==> src/rtl/truth_table_pkg.sv <==
// truth_table_pkg: shared state encoding and row/timer sizing for the truth-table sweeper
package truth_table_pkg;
  localparam int ROWS = 8;
  localparam int ROW_W = 3;
  localparam int TIMER_W = 8;
  typedef enum logic [1:0] {
    IDLE   = 2'd0,
    DRIVE  = 2'd1,
    SAMPLE = 2'd2,
    FINISH = 2'd3
  } state_t;
endpackage

==> src/rtl/settle_timer.sv <==
// settle_timer: loadable down-counter whose expired flag marks the last hold cycle (count==1)
module settle_timer
  import truth_table_pkg::*;
#(
  parameter int W = TIMER_W
) (
  input  logic         clk,
  input  logic         rst,
  input  logic         load,
  input  logic         dec,
  input  logic [W-1:0] load_val,
  output logic         expired
);
  logic [W-1:0] cnt;
  always_ff @(posedge clk) begin
    if (rst) cnt <= '0;
    else if (load) cnt <= load_val;
    else if (dec) cnt <= cnt - 1'b1;
  end
  assign expired = cnt == W'(1);
endmodule

==> src/rtl/truth_table_sweep.sv <==
// truth_table_sweep: drives in1..in3 through rows 0..7, samples dut_out into meas_table, flags match vs EXPECTED
module truth_table_sweep
  import truth_table_pkg::*;
#(
  parameter int         SETTLE_CYCLES = 4,
  parameter logic [7:0] EXPECTED      = 8'hBB
) (
  input  logic       clk,
  input  logic       rst,
  input  logic       start,
  input  logic       abort,
  input  logic       dut_out,
  output logic       in1,
  output logic       in2,
  output logic       in3,
  output logic       busy,
  output logic       done,
  output logic [7:0] meas_table,
  output logic       match
);
  state_t state, nxt;
  logic [ROW_W-1:0] row, nxt_row;
  logic [7:0] smp;
  logic load, dec, expired, clr;
  settle_timer #(.W(TIMER_W)) u_timer (
    .clk(clk),
    .rst(rst),
    .load(load),
    .dec(dec),
    .load_val(TIMER_W'(SETTLE_CYCLES)),
    .expired(expired)
  );
  always_comb begin
    nxt = state;
    load = 1'b0;
    dec = 1'b0;
    case (state)
      IDLE: begin
        nxt = start ? DRIVE : IDLE;
        load = start;
      end
      DRIVE: begin
        nxt = abort ? IDLE : expired ? SAMPLE : DRIVE;
        dec = !abort && !expired;
      end
      SAMPLE: begin
        nxt = abort ? IDLE : (row == ROW_W'(ROWS - 1)) ? FINISH : DRIVE;
        load = !abort && (row != ROW_W'(ROWS - 1));
      end
      default: nxt = IDLE;
    endcase
  end
  always_comb begin
    smp = meas_table;
    smp[ROW_W'(ROWS - 1) - row] = dut_out;
  end
  assign nxt_row = (nxt == DRIVE || nxt == SAMPLE) ? ((state == SAMPLE) ? row + 1'b1 : row) : '0;
  assign clr = (state == IDLE && start) || ((state == DRIVE || state == SAMPLE) && abort);
  always_ff @(posedge clk) begin
    if (rst) begin
      state <= IDLE;
      row <= '0;
      {in1, in2, in3} <= 3'b000;
      busy <= 1'b0;
      done <= 1'b0;
      meas_table <= 8'h00;
      match <= 1'b0;
    end else begin
      state <= nxt;
      row <= nxt_row;
      {in1, in2, in3} <= nxt_row;
      busy <= nxt != IDLE;
      done <= nxt == FINISH;
      if (clr) begin
        meas_table <= 8'h00;
        match <= 1'b0;
      end else if (state == SAMPLE) begin
        meas_table <= smp;
        match <= (nxt == FINISH) && (smp == EXPECTED);
      end
    end
  end
endmodule

==> config.mk <==
export PLATFORM = sky130hd
export DESIGN_NAME = truth_table_sweep
export DESIGN_NICKNAME = d
export VERILOG_FILES = /design/src/rtl/truth_table_pkg.sv /design/src/rtl/settle_timer.sv /design/src/rtl/truth_table_sweep.sv
export SDC_FILE = /design/constraint.sdc
export NUM_CORES = 1
export LEC_CHECK = 0
export ABC_AREA = 0
export ABC_CLOCK_PERIOD_IN_PS = 2050
export CORE_MARGIN = 5
export CORE_UTILIZATION = 35
export DETAILED_ROUTE_END_ITERATION = 8
export SYNTH_ARGS = -nofsm -noshare
export SYNTH_HDL_FRONTEND = slang
export SYNTH_SLANG_ARGS = --single-unit
==> constraint.sdc <==
create_clock -name clk -period 2.05 [get_ports clk]
set_input_delay 0.3075 -clock clk [delete_from_list [all_inputs] [get_ports clk]]
set_output_delay 0.3075 -clock clk [all_outputs]
set_load 0.02 [all_outputs]
== Word level (Yosys, flattened, before mapping) ==
Index checks and enable logic that the tools add are counted.
Storage, ports and cells
  register bits after elaboration: 27
  bits of input ports: 5
  output and inout bits: 14
Operators by class
  add/sub/neg operators: 3
  order comparisons: 2
  equal/unequal tests: 9
  mux-type cells: 15
  reduce and logical (&&, ||, !) cells: 16
Operator list (count)
  $mux 3: 4
  $bwmux 8: 1
  $eq 8x1->1 const B: 1
  $eq 8x8->1 const B: 1
  $mux 2: 4
  $sub 8x1->8 const B: 1
  $eq 2x2->1 const B: 3
  $logic_and 1x1->1: 6
  $pmux 2 s3: 1
  $eq 2x1->1 const B: 2
  $lt 3x4->1 const B: 1
  $reduce_bool 2->1: 2
  $reduce_or 2->1: 2
  $add 3x1->3 const B: 1
  $demux 1 s3: 1
  $eq 3x3->1 const B: 1
  $ge 3x1->1 const B: 1
  $logic_or 1x1->1: 3
  $mux 1: 3
  $ne 3x3->1 const B: 1
  $sub 3x3->3 const A: 1
  $logic_not 1->1: 2
  $logic_not 2->1: 1
  $pmux 1 s2: 1

== Logic depth before layout (Yosys ltp) ==
Gate-level depths: netlist of run 1.
  word-level depth: 8
  mapped depth: 12

== Modules after synthesis ==
A second synthesis of run 1 with hierarchy kept.
Unflattened totals
  cells, all modules: 168
  area total of the unflattened synthesis: 1418.9 µm²
Modules (own cells, without submodules)
  truth_table_sweep: instances 1, cells an instance 112, area each 945.9 µm², seq. area each 320.3 µm²
  settle_timer: instances 1, cells an instance 56, area each 473.0 µm², seq. area each 160.2 µm²

== Least setup slack after synthesis of run 1 ==
No wires, ideal clock.
  path type: reg2reg
  start: reg row[0]
  end: reg match
  setup time: 68 ps
  data arrival time: 2021 ps
  path slack: -39 ps
  stages on the path, launching flop included: 11
  buffers on the path: 0
  path through: dfxtp_1 ha_1 ha_1 nand3b_1 a21o_1 inv_1 ha_1 nand2_1 a2111oi_2 o311ai_1 a21oi_2
On the way
  elaborated cells between the ends (all ways): 14
RTL lines
  from (decl): line truth_table_sweep.sv:22  | logic [ROW_W-1:0] row, nxt_row;
  from (signal assigned): line truth_table_sweep.sv:70  | row <= nxt_row;
  $eq 3x3->1: line truth_table_sweep.sv:47  | nxt = abort ? IDLE : (row == ROW_W'(ROWS - 1)) ? FINISH : DRIVE;
  $mux 2 (2 in a row): line truth_table_sweep.sv:47
  $pmux 2 s3: line truth_table_sweep.sv:37  | case (state)
  via nxt[1]: line truth_table_sweep.sv:21  | state_t state, nxt;
  $eq 2x2->1: line truth_table_sweep.sv:79  | match <= (nxt == FINISH) && (smp == EXPECTED);
  $logic_and 1x1->1: line truth_table_sweep.sv:79
  to (signal assigned): line truth_table_sweep.sv:79
  to (decl): line truth_table_sweep.sv:19  | output logic match
The timed path passes the listed nets, and every way through them passes these cells.
A chain may end at the register's enable or synchronous reset.

== Worst setup path after layout of run 1 ==
  start: reg u_timer.cnt[4]
  end: reg match
On the way
  cells in the longest elaborated chain, start to end: 6
Ends and longest elaborated chain
  from (decl): line settle_timer.sv:14  | logic [W-1:0] cnt;
  from (signal assigned): line settle_timer.sv:17  | else if (load) cnt <= load_val;
  from (signal assigned): line settle_timer.sv:18  | else if (dec) cnt <= cnt - 1'b1;
  $eq 8x1->1: line settle_timer.sv:20  | assign expired = cnt == W'(1);
  $mux 2 (2 in a row): line truth_table_sweep.sv:43  | nxt = abort ? IDLE : expired ? SAMPLE : DRIVE;
  $pmux 2 s3: line truth_table_sweep.sv:37
  via nxt[0]: line truth_table_sweep.sv:21
  $eq 2x2->1: line truth_table_sweep.sv:79
  $logic_and 1x1->1: line truth_table_sweep.sv:79
The timed path passes the listed nets, and every way through them passes these cells.

==> flow_metrics.tcl, run 1 <==
set metrics [dict create \
    outcome "completed" \
    numPortBuffers 18 \
    yosys.area.top_type_share 0.345 \
    clk_pin_slew_ns 0.09 \
    slowest_delay_ns 0.42 \
    cts.hold.buffers_added 0 \
    post-route-period-util 0.942 \
    drtAntennaViolNets 0 \
    cp.buffers_inverters 2 \
    grt_pass1_vias 1263 \
    rows 23 \
    grt.overflow.total 0 \
    drive_above_1_share 0.188 \
    hold_viol 0 \
    synthArstFlopShare 0 \
    syn_area_sq_um 1390 \
    cp.required_ns 2.25 \
    n_antenna_cell 0 \
    syn_avg_cell_area_sq_um 8.93 \
    relSlewSlack 0.643 \
    gp_congestion 0.811 \
    drt_iter0_markers 62 \
    cts_tree "done" \
    detailed_place_hpwl_um 2350 \
    grt_pass1_wl_um 5480 \
    cp_max_fo 3 \
    synthToLayoutAreaGrowth_pct 27.4 \
    critPathLaunchType "flip-flop" \
    synth_cell_types 41 \
    setup_viol 0 \
    end_kind "flip-flop" \
    powerDensity_nw_per_um2 522 \
    min_path_type "reg2reg" \
    yosysTopAreaCell "dfxtp_1" \
    crit_family "compound AO/OA/AOI/OAI gates" \
    synthTopCellsByArea "dfxtp_1 35%, ha_1 9.0%, mux2i_1 6.5%" \
    cts_sinks 24 \
    cap_violations 0 \
    grt.total_usage 0.129 \
    cts_buffer_depth 2 \
    worstSetupPathType "reg2reg" \
    final_cell_mix "22 x nor2_1, 20 x dfxtp_1, 18 x clkdlybuf4s50_1" \
    via_per_inst 5.13 \
    critPathSlowestCell "dfxtp_1" \
    ir_drop_mv 0.255 \
    cts-root-buf "clkbuf_8" \
    dieWidth_um 73.1 \
    io-pin-count 19 \
    slew_violations 0 \
    drtPass1Iterations 4 \
    coreArea_sq_um 3910 \
    synthFlopType "dfxtp_1" \
    numCtsBuffers 3 \
    synth_edf_count 0 \
    crit_chain "nor4_4, buf_4, a311oi_4, o21bai_2, inv_1, ha_2, nand2_2, a2111oi_2, o311ai_1, a21oi_2" \
    drc 0 \
    yosysWarnings 0 \
    clk_latency_ns 0.27 \
    dieHeight_um 73.1 \
    antenna_found_initial 0 \
    ys_seq_elements 24 \
    die-area_sq_um 5340 \
    dr_total_vias 1211 \
    syn-num-nets 171 \
    cp_data_arrival_time_ns 2.13 \
    initial_core_util 0.356 \
    period_needed_ns 1.93 \
    final_util 0.453 \
    tightestPinTransition_ns 0.533 \
    power.leakage_uw 0.000668 \
    max_freq_mhz 518 \
    finalInstanceArea_sq_um 1770 \
    grt_max_degree 17 \
    ys_seq_area_frac 0.345 \
    skew_ns 0.00482 \
    mostFrequentLayoutCell "nor2_1" \
    placed_cell_area_sq_um 1670 \
    nets 202 \
    netlist_instances 156 \
    r2r_slack_ns 0.12 \
    post_drt_wl_per_cell_um 13.3 \
    detail_route.wirelength_um 3140 \
    cts.htree.levels 1 \
]
[cell families (layout without fill, tap and decap cells)]
group | Yosys count | after routing | synth area share
DFF | 24 | 24 | 0.345
adders and majority gates | 10 | 10 | 0.0898
and+or+nand+nor | 66 | 66 | 0.268
muxes | 9 | 9 | 0.0647
xor gates and xnor gates | 7 | 7 | 0.0440
AOI/OAI and AO/OA | 26 | 26 | 0.138
buffers and inverters | 14 | 44 | 0.0503
[area by class of cell]
type                    instances  area (sq um)
well taps                      50          62.6
repair buffers                 32           285
clock buffers                   4          55.1
multi-input cells             118           853
flip-flops and latches         24           488
inverters                       8          30.0
fillers                       417          2140
[routing by layer]
layer	GRT usage	wire, um	up-vias
met5	0	0	-
met4	0.0512	48	0
met3	0.0220	117	6
met2	0.240	1690	31
met1	0.142	1280	566
li1	-	-	608
[per-stage QoR]
stage / total power (uW) / setup TNS, ns / std cells / hold slack [ns] / setup WS [ns]
floorplan: 559 / 0 / 156 / 0.374 / 0.00631
CTS: 935 / 0 / 234 / 0.508 / 0.00838
finish: 927 / 0 / 236 / 0.497 / 0.119
global placement: 594 / -0.122 / 228 / 0.492 / -0.122
global route: 969 / -0.00850 / 236 / 0.520 / -0.00850
detailed placement: 598 / -0.219 / 228 / 0.489 / -0.219
[worst paths after layout]
path           end            from  cells past startpoint
min          match           match                      2
max reg2reg  match  u_timer.cnt[4]                     10
max          match  u_timer.cnt[4]                     10
min reg2reg  match           match                      2
[flip-flops by register name (all words and copies together), names as in the netlist]
register and cells:
busy 1, done 1, in1 1, match 1
meas_table 8, row 2, state 2, u_timer.cnt 8
[cell usage after synthesis (all sizes together) (5+ instances only)]
cell and count:
xor2 6, nor2 23, nand2b 6, nand2 12, ha 10, a21oi 9, dfxtp 24, o21ai 6
inv 8, buf 5, mux2i 9
[worst reg2reg max path, cell delays in order (launching register included)]
cell	delay, ns
dfxtp_1	0.42
nor4_4	0.06
buf_4	0.14
a311oi_4	0.29
o21bai_2	0.11
inv_1	0.08
ha_2	0.18
nand2_2	0.05
a2111oi_2	0.21
o311ai_1	0.18
a21oi_2	0.15
[timing repair]
action	4_1_cts	5_1_grt
setup endpoints to repair	1	1
pin swaps	1	6
buffers inserted	2	2
gates resized for setup	1	7
[power by group]
group	internal [uW]	switching, uW
clock	171	152
sequential	476	9.29
combinational	56.0	61.6
total	704	223
No activity file was read; power rests on OpenSTA's default activity.
==> inputs of run 2 (changes only) <==
--- a/config.mk
+++ b/config.mk
@@ -7,7 +7,7 @@
 export LEC_CHECK = 0
 export ABC_AREA = 0
 export ABC_CLOCK_PERIOD_IN_PS = 2050
-export CORE_MARGIN = 5
+export CORE_MARGIN = 2
 export CORE_UTILIZATION = 35
 export DETAILED_ROUTE_END_ITERATION = 8
 export SYNTH_ARGS = -nofsm -noshare
==> run 2 against run 1 <==
  * Hold slack better by 0.020 ns
  * Critical path depth up 1
  * Maximum frequency up 0.38%
  * First-iteration DRC count up 24%
  * Critical endpoint unchanged
  * Largest cell class unchanged
  * Highest routed layer unchanged
==> flow_metrics.tcl, run 2 (synthesized netlist as in run 1, its figures left out) <==
set metrics [dict create \
    relSlewSlack 0.742 \
    ir_drop_mv 0.338 \
    hold_viol 0 \
    clk_latency_ns 0.27 \
    mostFrequentLayoutCell "nor2_1" \
    cts_buffer_depth 2 \
    hold_start "meas_table[7]" \
    period_needed_ns 1.92 \
    tns_ns 0 \
    crit_chain "inv_1, ha_1, inv_1, a311oi_4, o21bai_1, inv_1, ha_1, nand2_1, a2111oi_4, o311ai_2, a21oi_2" \
    p_total_uw 1030 \
    io-pin-count 19 \
    drt_iter0_markers 77 \
    p_comb_frac 0.110 \
    cp.required_ns 2.26 \
    grt_max_degree 17 \
    rows 22 \
    fillerInstances 383 \
    pwr-share-seq 0.472 \
    reg2reg_from "state[1]" \
    startpoint "state[1]" \
    max_freq_mhz 520 \
    drtPass1Iterations 4 \
    grt_pass1_wl_um 5040 \
    detail_route.wirelength_um 3090 \
    post-route-period-util 0.939 \
    swShare 0.231 \
    cp.buffers_inverters 3 \
    critPathLaunchType "flip-flop" \
    cts_sinks 24 \
    cts.hold.buffers_added 0 \
    setup_viol 0 \
    drc 0 \
    drive_above_1_share 0.177 \
    power.leakage_uw 0.000671 \
    dr_total_vias 1196 \
    initial_core_util 0.372 \
    cts.htree.levels 1 \
    detailed_place_hpwl_um 2180 \
    grt.total_usage 0.149 \
    dieHeight_um 67.1 \
    slew_violations 0 \
    dieWidth_um 67.1 \
    critPathSlowestCell "dfxtp_1" \
    powerDensity_nw_per_um2 573 \
    place_ws_ns -0.220 \
    grt.overflow.total 0 \
    p_int_uw 791 \
    slowest_delay_ns 0.33 \
    numPortBuffers 18 \
    cts_tree "done" \
    n_antenna_cell 0 \
    clk_pin_slew_ns 0.10 \
    p_clk_frac 0.418 \
    die-area_sq_um 4500 \
    final_cell_mix "23 x nor2_1, 19 x dfxtp_1, 18 x clkdlybuf4s50_1" \
    critPathMostFrequentCell "inv_1" \
    rsz0062_at_grt "no" \
    switchingPower_uw 237 \
    coreArea_sq_um 3740 \
    grt_pass1_vias 1125 \
    end_kind "flip-flop" \
    numCtsBuffers 3 \
    hold_ws_ns 0.518 \
    finalWorstSetupSlack_ns 0.126 \
    skew_ns 0.00639 \
    crit_family "compound AO/OA/AOI/OAI gates" \
    nets 202 \
    drtAntennaViolNets 0 \
    min_path_type "reg2reg" \
    tightestPinTransition_ns 0.386 \
    cp_max_fo 3 \
    post_drt_wl_per_cell_um 13.2 \
    via_per_inst 5.11 \
    finalInstanceArea_sq_um 1800 \
    cap_violations 0 \
    placed_cell_area_sq_um 1690 \
    outcome "completed" \
    worstSetupPathType "reg2reg" \
    gp_congestion 0.872 \
    cp_data_arrival_time_ns 2.14 \
    cts-root-buf "clkbuf_8" \
    synthToLayoutAreaGrowth_pct 28.9 \
    antenna_found_initial 0 \
    reg_top3 "meas_table: 8 flops, u_timer.cnt: 8 flops" \
]
[run 2: path summary, 6_finish.rpt]
path                                       to  slack (ns)  depth (start not counted)
worst min-delay path            meas_table[7]        0.52                          2
worst min register to register  meas_table[7]        0.52                          2
worst max-delay path                    match        0.13                         11
worst max register to register          match        0.13                         11
[run 2: area by class of cell]
| class | instances | area [sq um] | area share |
|---|---|---|---|
| Timing Repair Buffer | 32 | 285 | 0.159 |
| Sequential cell | 24 | 487 | 0.271 |
| Clock buffer | 3 | 41.3 | 0.0230 |
| Multi-Input combinational cell | 118 | 862 | 0.480 |
| Tap cell | 48 | 60.1 | 0.0334 |
| Clock inverter | 1 | 30.0 | 0.0167 |
| Inverter | 8 | 30.0 | 0.0167 |
[run 2: what timing repair did]
item	in CTS	in global routing
setup endpoints to repair	1	1
pin swaps	0	4
buffers inserted	0	1
resized for setup	1	5
[run 2: metrics by stage]
step	instances	utilization
floorplan	156	-
global placement	229	0.452
detailed placement	229	0.452
CTS	233	0.471
global route	234	0.480
finish	234	0.480
[run 2: per-layer routing]
layer  vias up  wire [um]  track usage
li1        605          -            -
met1       565       1430        0.189
met4         0         34       0.0816
met5         -          0            0
met3         2         84       0.0236
met2        24       1550        0.239
[run 2: worst reg2reg max path: stages, from the launching register on]
cell       delay, ns
dfxtp_1         0.33
inv_1           0.08
ha_1            0.15
inv_1           0.07
a311oi_4        0.27
o21bai_1        0.13
inv_1           0.07
ha_1            0.16
nand2_1         0.09
a2111oi_4       0.23
o311ai_2        0.17
a21oi_2         0.13
[run 2: power groups by stage]
stage / Sequential, uW / Combinational, uW / Clock (uW)
after global placement: 495 / 110 / 0
final: 485 / 113 / 430
after floorplan: 497 / 62.0 / 0
after CTS: 485 / 112 / 438
after global routing: 487 / 125 / 460
after detailed placement: 495 / 110 / 0
